$ cat config.mk
export PLATFORM = sky130hd
export DESIGN_NAME = regfile_flat
export DESIGN_NICKNAME = d
export VERILOG_FILES = /design/src/rtl/regfile_pkg.sv /design/src/rtl/regfile_if.sv /design/src/rtl/regfile_hilo_reg.sv /design/src/rtl/regfile.sv /design/src/flat_wrapper.sv
export SDC_FILE = /design/constraint.sdc
export NUM_CORES = 2
export LEC_CHECK = 0
export BUFFER_PORTS_ARGS = -buffer_cell sky130_fd_sc_hd__buf_2
export CAP_MARGIN = 20
export CORE_MARGIN = 8
export CORE_UTILIZATION = 45
export CTS_CLUSTER_DIAMETER = 100
export CTS_CLUSTER_SIZE = 28
export DETAILED_ROUTE_END_ITERATION = 16
export GPL_ROUTABILITY_DRIVEN = 0
export GPL_TIMING_DRIVEN = 0
export MAX_ROUTING_LAYER = met4
export PLACE_DENSITY = 0.63
export SYNTH_ARGS = -nofsm -noshare
export SYNTH_HDL_FRONTEND = slang
export SYNTH_SLANG_ARGS = --single-unit
$ cat constraint.sdc
create_clock -name clk -period 4.2 [get_ports clk]
set_input_delay 0.63 -clock clk [delete_from_list [all_inputs] [get_ports clk]]
set_output_delay 0.63 -clock clk [all_outputs]
set_load 0.05 [all_outputs]
$ cat src/rtl/regfile_pkg.sv
// Shared constants for the GPR file and HI/LO registers.
// Widths, enable levels, zero word and register count.
package regfile_pkg;

    localparam int REG_W      = 32;
    localparam int REG_ADDR_W = 5;
    localparam int REG_NUM    = 2 ** REG_ADDR_W;

    localparam logic RST_ENABLE    = 1'b1;
    localparam logic WRITE_ENABLE  = 1'b1;
    localparam logic WRITE_DISABLE = 1'b0;
    localparam logic READ_ENABLE   = 1'b1;
    localparam logic READ_DISABLE  = 1'b0;

    localparam logic [REG_W-1:0]      ZERO_WORD = '0;
    localparam logic [REG_ADDR_W-1:0] REG_ZERO  = '0;

endpackage

$ cat src/rtl/regfile_if.sv
// Write-back, read-port and HI/LO bundle between pipeline and regfile.
// master: pipeline side (drives writes/addresses); slave: regfile.
interface regfile_if
    import regfile_pkg::*;
#(
    parameter int DATA_W = REG_W,
    parameter int ADDR_W = REG_ADDR_W
);

    logic [ADDR_W-1:0] wb_wd;
    logic              wb_wreg;
    logic [DATA_W-1:0] wb_wdata;

    logic              re1;
    logic [ADDR_W-1:0] raddr1;
    logic [DATA_W-1:0] rdata1;

    logic              re2;
    logic [ADDR_W-1:0] raddr2;
    logic [DATA_W-1:0] rdata2;

    logic              wb_whilo;
    logic [DATA_W-1:0] wb_hi;
    logic [DATA_W-1:0] wb_lo;
    logic [DATA_W-1:0] hi_o;
    logic [DATA_W-1:0] lo_o;

    modport master (
        output wb_wd, wb_wreg, wb_wdata,
        output re1, raddr1, re2, raddr2,
        output wb_whilo, wb_hi, wb_lo,
        input  rdata1, rdata2, hi_o, lo_o
    );

    modport slave (
        input  wb_wd, wb_wreg, wb_wdata,
        input  re1, raddr1, re2, raddr2,
        input  wb_whilo, wb_hi, wb_lo,
        output rdata1, rdata2, hi_o, lo_o
    );

endinterface

$ cat src/rtl/regfile_hilo_reg.sv
// HI/LO special-register pair with write-through bypass.
// Ports: clk, rst, wb_whilo/wb_hi/wb_lo (write), hi_o/lo_o (read).
module hilo_reg
    import regfile_pkg::*;
#(
    parameter int DATA_W = REG_W
) (
    input  logic              clk,
    input  logic              rst,
    input  logic              wb_whilo,
    input  logic [DATA_W-1:0] wb_hi,
    input  logic [DATA_W-1:0] wb_lo,
    output logic [DATA_W-1:0] hi_o,
    output logic [DATA_W-1:0] lo_o
);

    logic [DATA_W-1:0] hi;
    logic [DATA_W-1:0] lo;

    // HI and LO always update together.
    always_ff @(posedge clk) begin
        if (rst == RST_ENABLE) begin
            hi <= '0;
            lo <= '0;
        end else if (wb_whilo == WRITE_ENABLE) begin
            hi <= wb_hi;
            lo <= wb_lo;
        end
    end

    always_comb begin
        hi_o = hi;
        lo_o = lo;
        if (rst == RST_ENABLE) begin
            hi_o = '0;
            lo_o = '0;
        end else if (wb_whilo == WRITE_ENABLE) begin
            hi_o = wb_hi;
            lo_o = wb_lo;
        end
    end

endmodule

$ cat src/rtl/regfile.sv
// MIPS GPR file: one write-back port, two bypassed combinational reads.
// Ports: clk, rst (sync, active-high), bus (regfile_if.slave).
module regfile
    import regfile_pkg::*;
#(
    parameter int DATA_W = REG_W,
    parameter int ADDR_W = REG_ADDR_W
) (
    input  logic     clk,
    input  logic     rst,
    regfile_if.slave bus
);

    localparam int DEPTH = 2 ** ADDR_W;

    logic [DATA_W-1:0] regs [DEPTH];
    logic              gpr_we;

    assign gpr_we = (bus.wb_wreg == WRITE_ENABLE) &&
                    (bus.wb_wd != ADDR_W'(REG_ZERO));

    // regs[0] is never written, so it stays at its reset value of zero.
    always_ff @(posedge clk) begin
        if (rst == RST_ENABLE) begin
            for (int i = 0; i < DEPTH; i++) begin
                regs[i] <= '0;
            end
        end else if (gpr_we) begin
            regs[bus.wb_wd] <= bus.wb_wdata;
        end
    end

    function automatic logic [DATA_W-1:0] read_port(
        input logic              rst_i,
        input logic              re,
        input logic [ADDR_W-1:0] addr,
        input logic              wreg,
        input logic [ADDR_W-1:0] wd,
        input logic [DATA_W-1:0] wdata,
        input logic [DATA_W-1:0] stored
    );
        if (rst_i == RST_ENABLE) begin
            return '0;
        end else if (re == READ_DISABLE) begin
            return '0;
        end else if (addr == ADDR_W'(REG_ZERO)) begin
            return '0;
        end else if (wreg == WRITE_ENABLE && wd == addr) begin
            // Same-cycle write-back is forwarded to ID.
            return wdata;
        end else begin
            return stored;
        end
    endfunction

    assign bus.rdata1 = read_port(rst, bus.re1, bus.raddr1,
                                  bus.wb_wreg, bus.wb_wd,
                                  bus.wb_wdata, regs[bus.raddr1]);

    assign bus.rdata2 = read_port(rst, bus.re2, bus.raddr2,
                                  bus.wb_wreg, bus.wb_wd,
                                  bus.wb_wdata, regs[bus.raddr2]);

    hilo_reg #(
        .DATA_W(DATA_W)
    ) u_hilo (
        .clk      (clk),
        .rst      (rst),
        .wb_whilo (bus.wb_whilo),
        .wb_hi    (bus.wb_hi),
        .wb_lo    (bus.wb_lo),
        .hi_o     (bus.hi_o),
        .lo_o     (bus.lo_o)
    );

endmodule
$ cat src/flat_wrapper.sv
// flat-port wrapper written by rule: the top's interface ports become plain ports
module regfile_flat import regfile_pkg::*;
#(
    parameter int DATA_W = REG_W,
    parameter int ADDR_W = REG_ADDR_W
)
  (clk, rst, bus_wb_wd, bus_wb_wreg, bus_wb_wdata, bus_re1, bus_raddr1, bus_re2, bus_raddr2, bus_wb_whilo, bus_wb_hi, bus_wb_lo, bus_rdata1, bus_rdata2, bus_hi_o, bus_lo_o);
  regfile_if #(.DATA_W(DATA_W), .ADDR_W(ADDR_W)) bus_i ();
  input  logic clk;
  input  logic rst;
  input wire logic [$bits(bus_i.wb_wd)-1:0] bus_wb_wd;
  input wire logic [$bits(bus_i.wb_wreg)-1:0] bus_wb_wreg;
  input wire logic [$bits(bus_i.wb_wdata)-1:0] bus_wb_wdata;
  input wire logic [$bits(bus_i.re1)-1:0] bus_re1;
  input wire logic [$bits(bus_i.raddr1)-1:0] bus_raddr1;
  input wire logic [$bits(bus_i.re2)-1:0] bus_re2;
  input wire logic [$bits(bus_i.raddr2)-1:0] bus_raddr2;
  input wire logic [$bits(bus_i.wb_whilo)-1:0] bus_wb_whilo;
  input wire logic [$bits(bus_i.wb_hi)-1:0] bus_wb_hi;
  input wire logic [$bits(bus_i.wb_lo)-1:0] bus_wb_lo;
  output wire logic [$bits(bus_i.rdata1)-1:0] bus_rdata1;
  output wire logic [$bits(bus_i.rdata2)-1:0] bus_rdata2;
  output wire logic [$bits(bus_i.hi_o)-1:0] bus_hi_o;
  output wire logic [$bits(bus_i.lo_o)-1:0] bus_lo_o;
  assign bus_i.wb_wd = bus_wb_wd;
  assign bus_i.wb_wreg = bus_wb_wreg;
  assign bus_i.wb_wdata = bus_wb_wdata;
  assign bus_i.re1 = bus_re1;
  assign bus_i.raddr1 = bus_raddr1;
  assign bus_i.re2 = bus_re2;
  assign bus_i.raddr2 = bus_raddr2;
  assign bus_i.wb_whilo = bus_wb_whilo;
  assign bus_i.wb_hi = bus_wb_hi;
  assign bus_i.wb_lo = bus_wb_lo;
  assign bus_rdata1 = bus_i.rdata1;
  assign bus_rdata2 = bus_i.rdata2;
  assign bus_hi_o = bus_i.hi_o;
  assign bus_lo_o = bus_i.lo_o;
  regfile #(.DATA_W(DATA_W), .ADDR_W(ADDR_W)) u_core (.clk(clk), .rst(rst), .bus(bus_i));
endmodule
# Word-level counts from Yosys, hierarchy flattened
# Memories as Yosys holds them, arrays and structs flattened.
# Index checks and enable logic that the tools add are counted.
# op_classes
eq_ne	2
reduce_logical	7
muxes	20
# op_table
op	count
$mux 32	13
$reduce_or 32->1	1
$eq 5x5->1	2
$logic_not 5->1	2
$mux 1	6
$mux 5	1
$reduce_bool 5->1	1
$logic_and 1x1->1	3
# word_totals
regBits	64
n_memories	1
elab_cells	32
ram_bits	1024
in_bits	117
# mem_list
name	depth	width	rd	rd_ports_with_merged_regs	write_ports	line_no	rtl
u_core.regs	32	32	2	0	32	regfile.sv:16	logic [DATA_W-1:0] regs [DEPTH];

# Logic depth before layout (Yosys ltp)
# depth
word_depth	7
depth_mapped	10

# Modules after synthesis
# A second synthesis with hierarchy kept.
# hier_totals
cells_unflattened	3902
hier_area_um2	57418.8
# modules_own_cells
module	area_per_inst_um2	instances	cells_each	seq_area_each_um2
regfile	55127.9	1	3696	30749.5
hilo_reg	2290.9	1	206	1281.2

# Worst setup path after synthesis
# OpenSTA, ideal clock, no wires.
# synth_timing
path_type	input -> output
start	in bus_raddr1[0]
end	out bus_rdata1[30]
t_arrival_ns	2.751
slack_ns	0.819
cell_stages	10
required_time_ns	3.570
n_path_buf	6
path_cell_list	buf_6 buf_8 buf_12 buf_12 buf_8 buf_6 mux2i_1 a22oi_1 nand4_1 a41oi_1
# synth_between
elab_chain_len	6
elab_cells_between_ends	8
cone_classes	eq/ne: 1; mux: 4; reduce/logical: 2; memory: 1
# synth_lines
item	line_no	rtl
start: declaration	flat_wrapper.sv:15	input wire logic [$bits(bus_i.raddr1)-1:0] bus_raddr1;
parallel branches: the longest is 3 deep, another holds $mem_v2 32x32	-	
$mux 32 (*)	regfile.sv:46	end else if (addr == ADDR_W'(REG_ZERO)) begin
$mux 32 (*)	regfile.sv:44	end else if (re == READ_DISABLE) begin
$mux 32 (*)	regfile.sv:42	if (rst_i == RST_ENABLE) begin
end: declaration	flat_wrapper.sv:21	output wire logic [$bits(bus_i.rdata1)-1:0] bus_rdata1;
# Mark *: on every way between the ends.

# Worst setup path in the final report
# layout_timing
start	in bus_raddr2[2]
end	out bus_rdata2[10]
# layout_between
elab_chain_len	6
elab_cells_between_ends	8
cone_classes	eq/ne: 1; mux: 4; reduce/logical: 2; memory: 1
# layout_lines
item	line_no	rtl
start: declaration	flat_wrapper.sv:17	input wire logic [$bits(bus_i.raddr2)-1:0] bus_raddr2;
parallel branches: the longest is 3 deep, another holds $mem_v2 32x32	-	
$mux 32 (*)	regfile.sv:46	
$mux 32 (*)	regfile.sv:44	
$mux 32 (*)	regfile.sv:42	
end: declaration	flat_wrapper.sv:22	output wire logic [$bits(bus_i.rdata2)-1:0] bus_rdata2;
# Marked as above.

==> metrics.txt <==
Remaining DRCs=0; CP peak stage delay=~490 ps; Req. time, crit path=approximately 3600 ps; vias post-DR=41,840; Synth async-reset ratio=0%; Chip Width=around 380 um; core area=129,200 um2; period utilization=103.6%; Synth Area in Simple Gates=approximately an eighth; xor/xnor cell area share of the yosys netlist=0.1502%; adder-cell area share of the yosys netlist=0%; critical path class=in2out; leakage=between 0.02 and 0.025 uW; largest family of logic cells by synthesized area=multiplexers; post-synthesis cell area=slightly below 60,000 um2; Critical path origin=bus_raddr2[2]; unrepaired setup endpoints after global routing=yes; final hold viol count=0; initial core utilization=45.16%; R2R Setup Slk=around 3500 ps; Yosys cell types=50; Area contributors post-synth=edfxtp_1 (53%), mux4_2 (12%), and2_1 (11%), mux2i_1 (6.8%), mux2_2 (2.2%); routed vias/inst=between 6 and 7; setup TNS=-2030 ps; predominant post-synthesis flop cell=edfxtp_1; number of detailed-route iterations in the first pass=6; pwr dens=349.8 nW/um2; Synth Register Bits=1,088; GRT Overall Usage=about 34%; CTS tree=yes; total CTS buffers=46; complex-gate fraction of the synthesized area=6.727%; Port-buffer cells=233; wire per inst=between 30 and 40 um; clock-pin transition on the worst setup and hold timing paths=between 100 and 150 ps; Hold Buf Count CTS=0; Post-Syn Area per Cell=roughly 14 um2; max_slew headroom=11.38%; Seq/Total Area, Yosys=a little over half; Top cell by count, worst path=buf_2; class of the tightest hold or removal check=in2reg; pins over their slew limit=0; Least-Margin Pin Slew=approximately 1300 ps; count of antenna-violating nets left after detailed routing=0; largest area contributor in the netlist=edfxtp_1; die area=141,400 um2; Yosys warning count=0; total of max-cap violations=0; Final Instance Area=roughly 64,000 um2; mux contribution to synthesized area=between 20% and 30%; Syn-to-layout area delta=10.56%; Crit Path Max Fanout=10; slowest stage cell, crit path=a41oi_1; CP startpoint kind=input pin; IO Count=between 200 and 250; Mapped Cells=a little over 4,000; H-Tree Level Count=2; minimum clock period=~4400 ps; WP data arrival=roughly 3700 ps; Worst Setup Slack, final=-150.3 ps; top achievable clock speed=roughly 0.23 GHz; failing checks=setup timing; antenna violations before repair=35; nets@finish=4,607; vias in the first global route=40,650; status=finished, violations left; Post-synth EDFFs=about 1,000; Worst-Skew Late Latency=roughly 690 ps; final setup fails=35; drt initial violations=7,124; clock skew=0 ps; Reg2Reg Capture Point=u_core.u_hilo.lo[24]$_DFF_P_; CP bufs+invs=5; largest net degree at the start of global routing=33; Hold Path Depth=3; worst r2r path cells=2; family with the most delay on the worst path=buffers and inverters; Max IR drop VDD=0.3228 mV; first-pass GRT wire length=around 330 mm; Yosys top cell area share=52.72%; CP endpoint=bus_rdata2[10]; total congestion overflow=0; launch point of the worst reg-to-reg path=u_core.u_hilo.lo[24]$_DFF_P_; Root Buffer=clkbuf_16; CP Depth=9; Critical Path End Type=primary output; CTS Buffer Depth=3; row cnt=about 130; fraction of layout cells with a size suffix above 1=23.39%; CTS sink count=around 1,100; CP cell instances=buf_2 -> buf_2 -> buf_4 -> nand2_2 -> clkbuf_2 -> o22ai_1 -> o21ai_0 -> a41oi_1 -> buf_2; placed instance area=about 62,000 um2; final WL=between 200 and 250 mm; DIE HEIGHT=376.0 um; DP Wirelength=roughly 180 mm
-- registers in the layout, summed over array words and instances (netlist names) --
signal and cells:
u_core.u_hilo.hi 32, u_core.regs 1024, u_core.u_hilo.lo 32
-- report_power, final --
part	leakage [uW]	internal (uW)	switching, uW
Combinational	0.0119	1340	2630
Clock	0.000668	2210	3650
Sequential	0.0103	12400	297
Total	0.0229	16000	6580
-- area by class of cell --
cell class | instances | area, um2
tap | 1742 | 2180
antenna | 37 | 92.59
clock buffer | 65 | 1295
buffer | 450 | 2380
fill | 11200 | 64660
multi-input combinational | 2633 | 24620
clock inverter | 7 | 72.57
timing repair buffer | 269 | 1809
inverter | 2 | 8.758
sequential | 1088 | 32030
-- worst reg2reg max path, stage by stage (launching register included) --
cell	delay, ps
dfxtp_1	320
mux2i_1	60
nor2_1	210
-- timing repair --
item | 4_1_cts | 5_1_grt
endpoints found under the setup margin | 64 | 42
setup buffers | 1 | 0
resized for setup | 132 | 55
pin swaps | 2 | 0
-- cell usage after synthesis, types with 10 or more instances --
cell type	n
buf_1	22
o221ai_1	13
o21ai_0	47
nand2b_1	56
buf_4	39
and2_1	995
mux4_2	319
a221o_1	50
a221oi_1	50
o22ai_1	65
mux2_2	116
o2bb2ai_1	15
dfxtp_1	64
a22oi_1	88
a31oi_1	48
nand2_1	15
edfxtp_1	1024
o31ai_1	64
a22o_1	24
or2_2	33
clkbuf_1	309
buf_2	44
mux2i_1	397
buf_6	30
nand4_1	10
a41oi_1	36
xnor2_1	10
nor2_1	97
-- worst min path at each step --
stage                            startpoint                           end  slack [ps]
2_1_floorplan   u_core.u_hilo.hi[0]$_DFF_P_   u_core.u_hilo.hi[0]$_DFF_P_         730
3_3_place_gp   u_core.u_hilo.lo[11]$_DFF_P_  u_core.u_hilo.lo[11]$_DFF_P_         480
3_5_place_dp   u_core.u_hilo.lo[31]$_DFF_P_  u_core.u_hilo.lo[31]$_DFF_P_         490
4_1_cts                       bus_wb_lo[31]  u_core.u_hilo.lo[31]$_DFF_P_         180
5_1_grt                        bus_wb_lo[3]   u_core.u_hilo.lo[3]$_DFF_P_         210
6_report                      bus_wb_lo[31]  u_core.u_hilo.lo[31]$_DFF_P_         200
-- per-layer routing --
layer | track usage (%) | wire (um)
met5 | - | 0
met4 | 16.40 | 13750
met3 | 13.81 | 37910
met2 | 48.66 | 103400
met1 | 42.01 | 86700
-- cell families after synthesis --
group / after synthesis
buffers and inverters: 456
muxes: 839
other: 1
and+or+nand+nor: 1238
AOI/OAI and AO/OA: 514
DFF: 1088
xor gates and xnor gates: 10
-- cells in the final DEF (no fill, tap or decap), types with 24 or more instances in the layout --
cell	synthesis	routed
o22ai_1	65	65
mux2_2	116	116
dfxtp_1	64	64
buf_2	44	278
clkbuf_16	0	48
mux4_2	319	319
a221o_1	50	50
nand2b_1	56	53
or2_2	33	33
clkbuf_1	309	266
o21ai_0	47	30
mux2i_1	397	396
buf_4	39	43
o31ai_1	64	64
buf_6	30	36
diode_2	0	37
a22o_1	24	24
nor2_1	97	95
edfxtp_1	1024	1024
a221oi_1	50	50
and2_1	995	994
a22oi_1	88	88
clkbuf_2	1	48
conb_1	1	32
-- metrics by stage --
step | instances | setup slack, ps | total power (uW) | hold WS (ps) | util, %
floorplan | 4177 | 819.3 | 15070 | 734.4 | -
global placement | 6152 | -1376 | 16570 | 480.2 | 47.84
detailed placement | 6184 | -1215 | 16690 | 489.4 | 48.30
CTS | 6254 | 0.9226 | 22260 | 177.4 | 49.64
global route | 6283 | -93.75 | 22860 | 210.0 | 49.92
finish | 6293 | -150.3 | 22560 | 202.0 | 49.94
No activity file was read; power rests on OpenSTA's default activity.
